**src/rtl/uart_pkg.sv**
```systemverilog
// Shared UART definitions used by uart_rx and uart_tx.
package uart_pkg;

    localparam int unsigned UART_CNT_W     = 14;
    localparam int unsigned UART_DATA_BITS = 8;
    localparam int unsigned UART_IDX_W     = $clog2(UART_DATA_BITS);

    typedef enum logic [4:0] {
        IDLE    = 5'b00001,
        START   = 5'b00010,
        DATA    = 5'b00100,
        STOP    = 5'b01000,
        CLEANUP = 5'b10000
    } uart_state_e;

endpackage

```
**src/rtl/uart_rx_sync.sv**
```systemverilog
// Two-flop synchronizer for an asynchronous single-bit input; both flops reset to RESET_VAL.
module uart_rx_sync #(
    parameter logic RESET_VAL = 1'b1
) (
    input  logic clk,
    input  logic rst,
    input  logic d_async,
    output logic q
);

    logic meta_q;
    logic sync_q;

    always_ff @(posedge clk) begin
        if (rst) begin
            meta_q <= RESET_VAL;
            sync_q <= RESET_VAL;
        end else begin
            meta_q <= d_async;
            sync_q <= meta_q;
        end
    end

    assign q = sync_q;

endmodule

```
**src/rtl/uart_rx.sv**
```systemverilog
// UART receiver: 8N1, LSB first, idle-high line, mid-bit sampling at CLKS_PER_BIT clocks per bit.
module uart_rx
    import uart_pkg::*;
#(
    parameter int unsigned CLKS_PER_BIT = 434
) (
    input  logic                      i_clk,
    input  logic                      i_rst,
    input  logic                      i_rx,
    output logic [UART_DATA_BITS-1:0] o_rx_byte,
    output logic                      o_rx_byte_rdy,
    output logic                      o_rx_busy,
    output logic                      o_rx_frame_err
);

    localparam logic [UART_CNT_W-1:0] CntFull = UART_CNT_W'(CLKS_PER_BIT - 1);
    localparam logic [UART_CNT_W-1:0] CntHalf = UART_CNT_W'(CLKS_PER_BIT / 2 - 1);
    localparam logic [UART_IDX_W-1:0] IdxLast = UART_IDX_W'(UART_DATA_BITS - 1);

    logic                      rx_s;
    logic                      rx_prev_q;
    uart_state_e               state_q, state_d;
    logic [UART_CNT_W-1:0]     cnt_q, cnt_d;
    logic [UART_IDX_W-1:0]     bit_idx_q, bit_idx_d;
    logic [UART_DATA_BITS-1:0] shift_q, shift_d;
    logic [UART_DATA_BITS-1:0] rx_byte_q, rx_byte_d;
    logic                      rdy_q, rdy_d;
    logic                      err_q, err_d;
    logic                      busy_q, busy_d;

    uart_rx_sync #(
        .RESET_VAL(1'b1)
    ) u_sync (
        .clk    (i_clk),
        .rst    (i_rst),
        .d_async(i_rx),
        .q      (rx_s)
    );

    always_ff @(posedge i_clk) begin
        if (i_rst) begin
            state_q   <= IDLE;
            cnt_q     <= '0;
            bit_idx_q <= '0;
            shift_q   <= '0;
            rx_byte_q <= '0;
            rdy_q     <= 1'b0;
            err_q     <= 1'b0;
            busy_q    <= 1'b0;
            rx_prev_q <= 1'b1;
        end else begin
            state_q   <= state_d;
            cnt_q     <= cnt_d;
            bit_idx_q <= bit_idx_d;
            shift_q   <= shift_d;
            rx_byte_q <= rx_byte_d;
            rdy_q     <= rdy_d;
            err_q     <= err_d;
            busy_q    <= busy_d;
            rx_prev_q <= rx_s;
        end
    end

    always_comb begin
        state_d   = state_q;
        cnt_d     = cnt_q;
        bit_idx_d = bit_idx_q;
        shift_d   = shift_q;
        rx_byte_d = rx_byte_q;
        rdy_d     = 1'b0;
        err_d     = 1'b0;
        busy_d    = busy_q;

        unique case (state_q)
            IDLE: begin
                cnt_d     = '0;
                bit_idx_d = '0;
                // Only a fresh high-to-low edge starts a frame, so a held-low line is ignored.
                if (rx_prev_q && !rx_s) begin
                    state_d = START;
                    busy_d  = 1'b1;
                end
            end
            START: begin
                if (cnt_q == CntHalf) begin
                    cnt_d     = '0;
                    bit_idx_d = '0;
                    if (!rx_s) begin
                        state_d = DATA;
                    end else begin
                        state_d = IDLE;
                        busy_d  = 1'b0;
                    end
                end else begin
                    cnt_d = cnt_q + UART_CNT_W'(1);
                end
            end
            DATA: begin
                if (cnt_q == CntFull) begin
                    cnt_d            = '0;
                    shift_d[bit_idx_q] = rx_s;
                    if (bit_idx_q == IdxLast) begin
                        bit_idx_d = '0;
                        state_d   = STOP;
                    end else begin
                        bit_idx_d = bit_idx_q + UART_IDX_W'(1);
                    end
                end else begin
                    cnt_d = cnt_q + UART_CNT_W'(1);
                end
            end
            STOP: begin
                if (cnt_q == CntFull) begin
                    cnt_d   = '0;
                    state_d = CLEANUP;
                    if (rx_s) begin
                        rx_byte_d = shift_q;
                        rdy_d     = 1'b1;
                    end else begin
                        err_d = 1'b1;
                    end
                end else begin
                    cnt_d = cnt_q + UART_CNT_W'(1);
                end
            end
            CLEANUP: begin
                busy_d  = 1'b0;
                state_d = IDLE;
            end
            default: begin
                busy_d  = 1'b0;
                state_d = IDLE;
            end
        endcase
    end

    assign o_rx_byte      = rx_byte_q;
    assign o_rx_byte_rdy  = rdy_q;
    assign o_rx_busy      = busy_q;
    assign o_rx_frame_err = err_q;

endmodule

```
**config.mk**
```make
export PLATFORM = sky130hd
export DESIGN_NAME = uart_rx
export DESIGN_NICKNAME = d
export VERILOG_FILES = /design/src/rtl/uart_pkg.sv /design/src/rtl/uart_rx_sync.sv /design/src/rtl/uart_rx.sv
export SDC_FILE = /design/constraint.sdc
export NUM_CORES = 1
export LEC_CHECK = 0
export CORE_ASPECT_RATIO = 1.4
export CORE_MARGIN = 1.5
export CORE_UTILIZATION = 62
export CTS_CLUSTER_SIZE = 24
export DETAILED_ROUTE_END_ITERATION = 10
export DONT_BUFFER_PORTS = 1
export PLACE_DENSITY = 0.8
export RECOVER_POWER = 25
export SLEW_MARGIN = 20
export SYNTH_ARGS = -nofsm -noshare
export SYNTH_HDL_FRONTEND = slang
export SYNTH_SLANG_ARGS = --single-unit
export TNS_END_PERCENT = 30
```
**constraint.sdc**
```tcl
create_clock -name i_clk -period 2.85 [get_ports i_clk]
set_clock_uncertainty 0.2 [all_clocks]
set_input_delay 0.57 -clock i_clk [delete_from_list [all_inputs] [get_ports i_clk]]
set_output_delay 0.57 -clock i_clk [all_outputs]
set_load 0.05 [all_outputs]
```
==> run metrics <==
Synth-to-Final Area Change=3.57%; period utilisation layout=~83%; final hold vios=0; CP required=roughly 2.9 ns; most frequent cell after synthesis=dfxtp_1; CTS tree=done; Yosys cell types=between 40 and 50; worst-path cell with the longest stage delay=o32ai_4; peak supply drop=approximately 440 µV; hold depth=1; drt pass-1 iters=4; Yosys top cell by area=dfxtp_1; Slew headroom=55.7%; actual slew at the worst max-slew pin=roughly 0.66 ns; vias in the first global route=around 1600; initial antenna violation count=0; die span in x=52.6 µm; power per standard cell area=between 500 and 600 nW/µm²; ys flop type=dfxtp_1; Post-Route WL=between 3000 and 4000 µm; Lkg Pwr=approximately 0.00086 µW; run status=complete, no violations; Setup crit end kind=flop; fmax=roughly 0.42 GHz; Final WS setup=0.487 ns; routability cong.=~0.84; Post-CTS Hold Buffers=0; Syn Inst Count=240; Crit Reg-Reg Endpoint=cnt_q[6]$_SDFFE_PP0P_; total I/O pin count=14; ys async rst share=0%; Core ar.=between 3000 and 4000 µm²; post-synth net total=roughly 250; FP Rows=25; Layout Cells excl Fill=~280; Vias=roughly 1700; max-cap violation count=0; Initial Utilization=63.9%; worst-path fanout max=18; root buf cell=clkbuf_8; number of vias per cell=approximately 6; setup slack, reg-to-reg=approximately 0.49 ns; antenna-violating nets left=0; syn_area_per_cell=8.91 µm²; CTS clock-pin slew for the worst setup and hold paths=0.08 ns; Port-buffer cells=0; Min Clock Period, post-route=approximately 2.4 ns; synthesized cell area=between 2000 and 2500 µm²; Commonest cells post-synth=dfxtp_1, nor2_1, mux2i_1, nand2_1; Ys Warns=0; register area share after synthesis=approximately two fifths; # setup viols final=0; RSZ-0062 raised after global routing=no; FF+latch count, synth=44; Slew Limit Fails=0; overall power=~1200 µW; nature of the critical path startpoint=flop; pin count of the biggest net entering global routing=36; cells on worst reg2reg path=7; R2R Path Start=cnt_q[0]$_SDFFE_PP0P_; Diodes inserted=0; H-Tree Depth=2; die area=about 3800 µm²; deepest clock path buffer count=2; DP Wirelength=approximately 2800 µm; Resized cells post-CTS=0; WHS Endpoint=shift_q[3]$_SDFFE_PP0P_; DP Cell Count=269; Synth top area share=~41%; Iter 0 DRT Violations=34; layout cell share with drive strength beyond 1=approximately 8.5%; crit path DAT=between 2 and 2.5 ns; dpl ws=just under 0.5 ns; worst skew pair latency=~0.30 ns; Worst Path Class, Setup=flop to flop; Area after DPL=around 2100 µm²; CTS sink cnt=44; Remaining DRCs=0; Hold Startpoint=i_rst; post-route cell area=roughly 2200 µm²; routed len/inst=between 10 and 15 µm; cells along the critical path=inv_1 > ha_1 > and3_1 > and4_2 > o32ai_4 > o21ai_0 > a31oi_1; Hold/Removal Path Class=input pin to flop; GR Util All Layers=a little under a quarter; grt ovf=0; Post-synth EDFFs=0; Synth area leaders=dfxtp_1, mux2i_1, nor2_1; Post-CTS Setup Repair Bufs=0; slowest cell delay on critical path=about 0.57 ns; Die H=approximately 73 µm; CTS Buf Count=5; global-route wire length before repair=approximately 6800 µm; Fin Setup TNS=0 ns; layout net count=244
[state kept, by name (all words and copies together), names as in the netlist]
name / flops
o_rx_byte_rdy: 1
o_rx_frame_err: 1
shift_q: 8
cnt_q: 14
o_rx_busy: 1
u_sync.meta_q: 1
rx_prev_q: 1
state_q: 5
u_sync.q: 1
o_rx_byte: 8
bit_idx_q: 3
[how the worst max path moves through the flow]
stage,endpoint,slack [ns],start
after floorplan,cnt_q[13]$_SDFFE_PP0P_,0.79,cnt_q[0]$_SDFFE_PP0P_
after global placement,cnt_q[12]$_SDFFE_PP0P_,0.57,cnt_q[0]$_SDFFE_PP0P_
after detailed placement,cnt_q[6]$_SDFFE_PP0P_,0.50,cnt_q[0]$_SDFFE_PP0P_
after CTS,cnt_q[6]$_SDFFE_PP0P_,0.48,cnt_q[0]$_SDFFE_PP0P_
after global routing,cnt_q[13]$_SDFFE_PP0P_,0.29,cnt_q[0]$_SDFFE_PP0P_
final,cnt_q[6]$_SDFFE_PP0P_,0.49,cnt_q[0]$_SDFFE_PP0P_
[cell families after synthesis]
kind of cell	count (synthesis)	share of synthesized area (%)
DFF	44	41.2
adders and majority gates	5	2.92
and+or+nand+nor	106	27.5
muxes	15	7.02
buffers and inverters	17	3.63
xor gates and xnor gates	8	3.27
AOI/OAI and AO/OA	45	14.4
[worst max-delay path, delay by kind of cell, from the launching register on]
| kind | cells | cell delay, ns |
|---|---|---|
| buf+inv | 1 | 0.07 |
| fa+ha+maj | 1 | 0.19 |
| compound gates | 3 | 0.95 |
| flops | 1 | 0.45 |
| simple gates | 2 | 0.42 |
[through the flow]
stage / hold slack [ns] / util (%)
final: 0.129 / 66.2
after floorplan: 0.189 / -
after detailed placement: 0.193 / 63.9
after CTS: 0.123 / 66.3
after global placement: 0.194 / 63.9
after global routing: 0.120 / 66.2
[final cells by class]
class                   count  area (µm²)
flip-flops and latches     44         881
clock inverters             2        12.5
multi-input cells         179        1180
inverters                   5        18.8
repair buffers              1        3.75
clock buffers               5        68.8
well taps                  40        50.0
fillers                   281        1130
[where the power goes]
part | internal, µW | switching, µW
clock | 166 | 205
sequential | 627 | 25.2
combinational | 50.0 | 90.1
[cell usage in the layout, fill, tap and decap left out, drive strengths merged, types with 2 or more instances in the layout]
| cell | count |
|---|---|
| nand3b | 3 |
| or2 | 6 |
| xnor2 | 2 |
| a31oi | 7 |
| mux2i | 15 |
| and3 | 7 |
| ha | 5 |
| or3 | 2 |
| and4 | 2 |
| nand4 | 6 |
| nor3 | 2 |
| and2 | 2 |
| inv | 5 |
| nor2 | 29 |
| nand2b | 5 |
| xor2 | 6 |
| a41oi | 3 |
| a21oi | 12 |
| clkbuf | 6 |
| o21ai | 10 |
| nor4 | 9 |
| nand2 | 15 |
| dfxtp | 44 |
| a22o | 5 |
| nand3 | 12 |
[routing by layer]
metal	vias up	track usage, %	routed length, µm
met4	0	11.7	85
li1	860	-	-
met3	9	5.76	160
met2	37	39.7	2000
met5	-	0	0
met1	786	27.6	1740
Note: power is estimated with default switching activity, not from simulation.
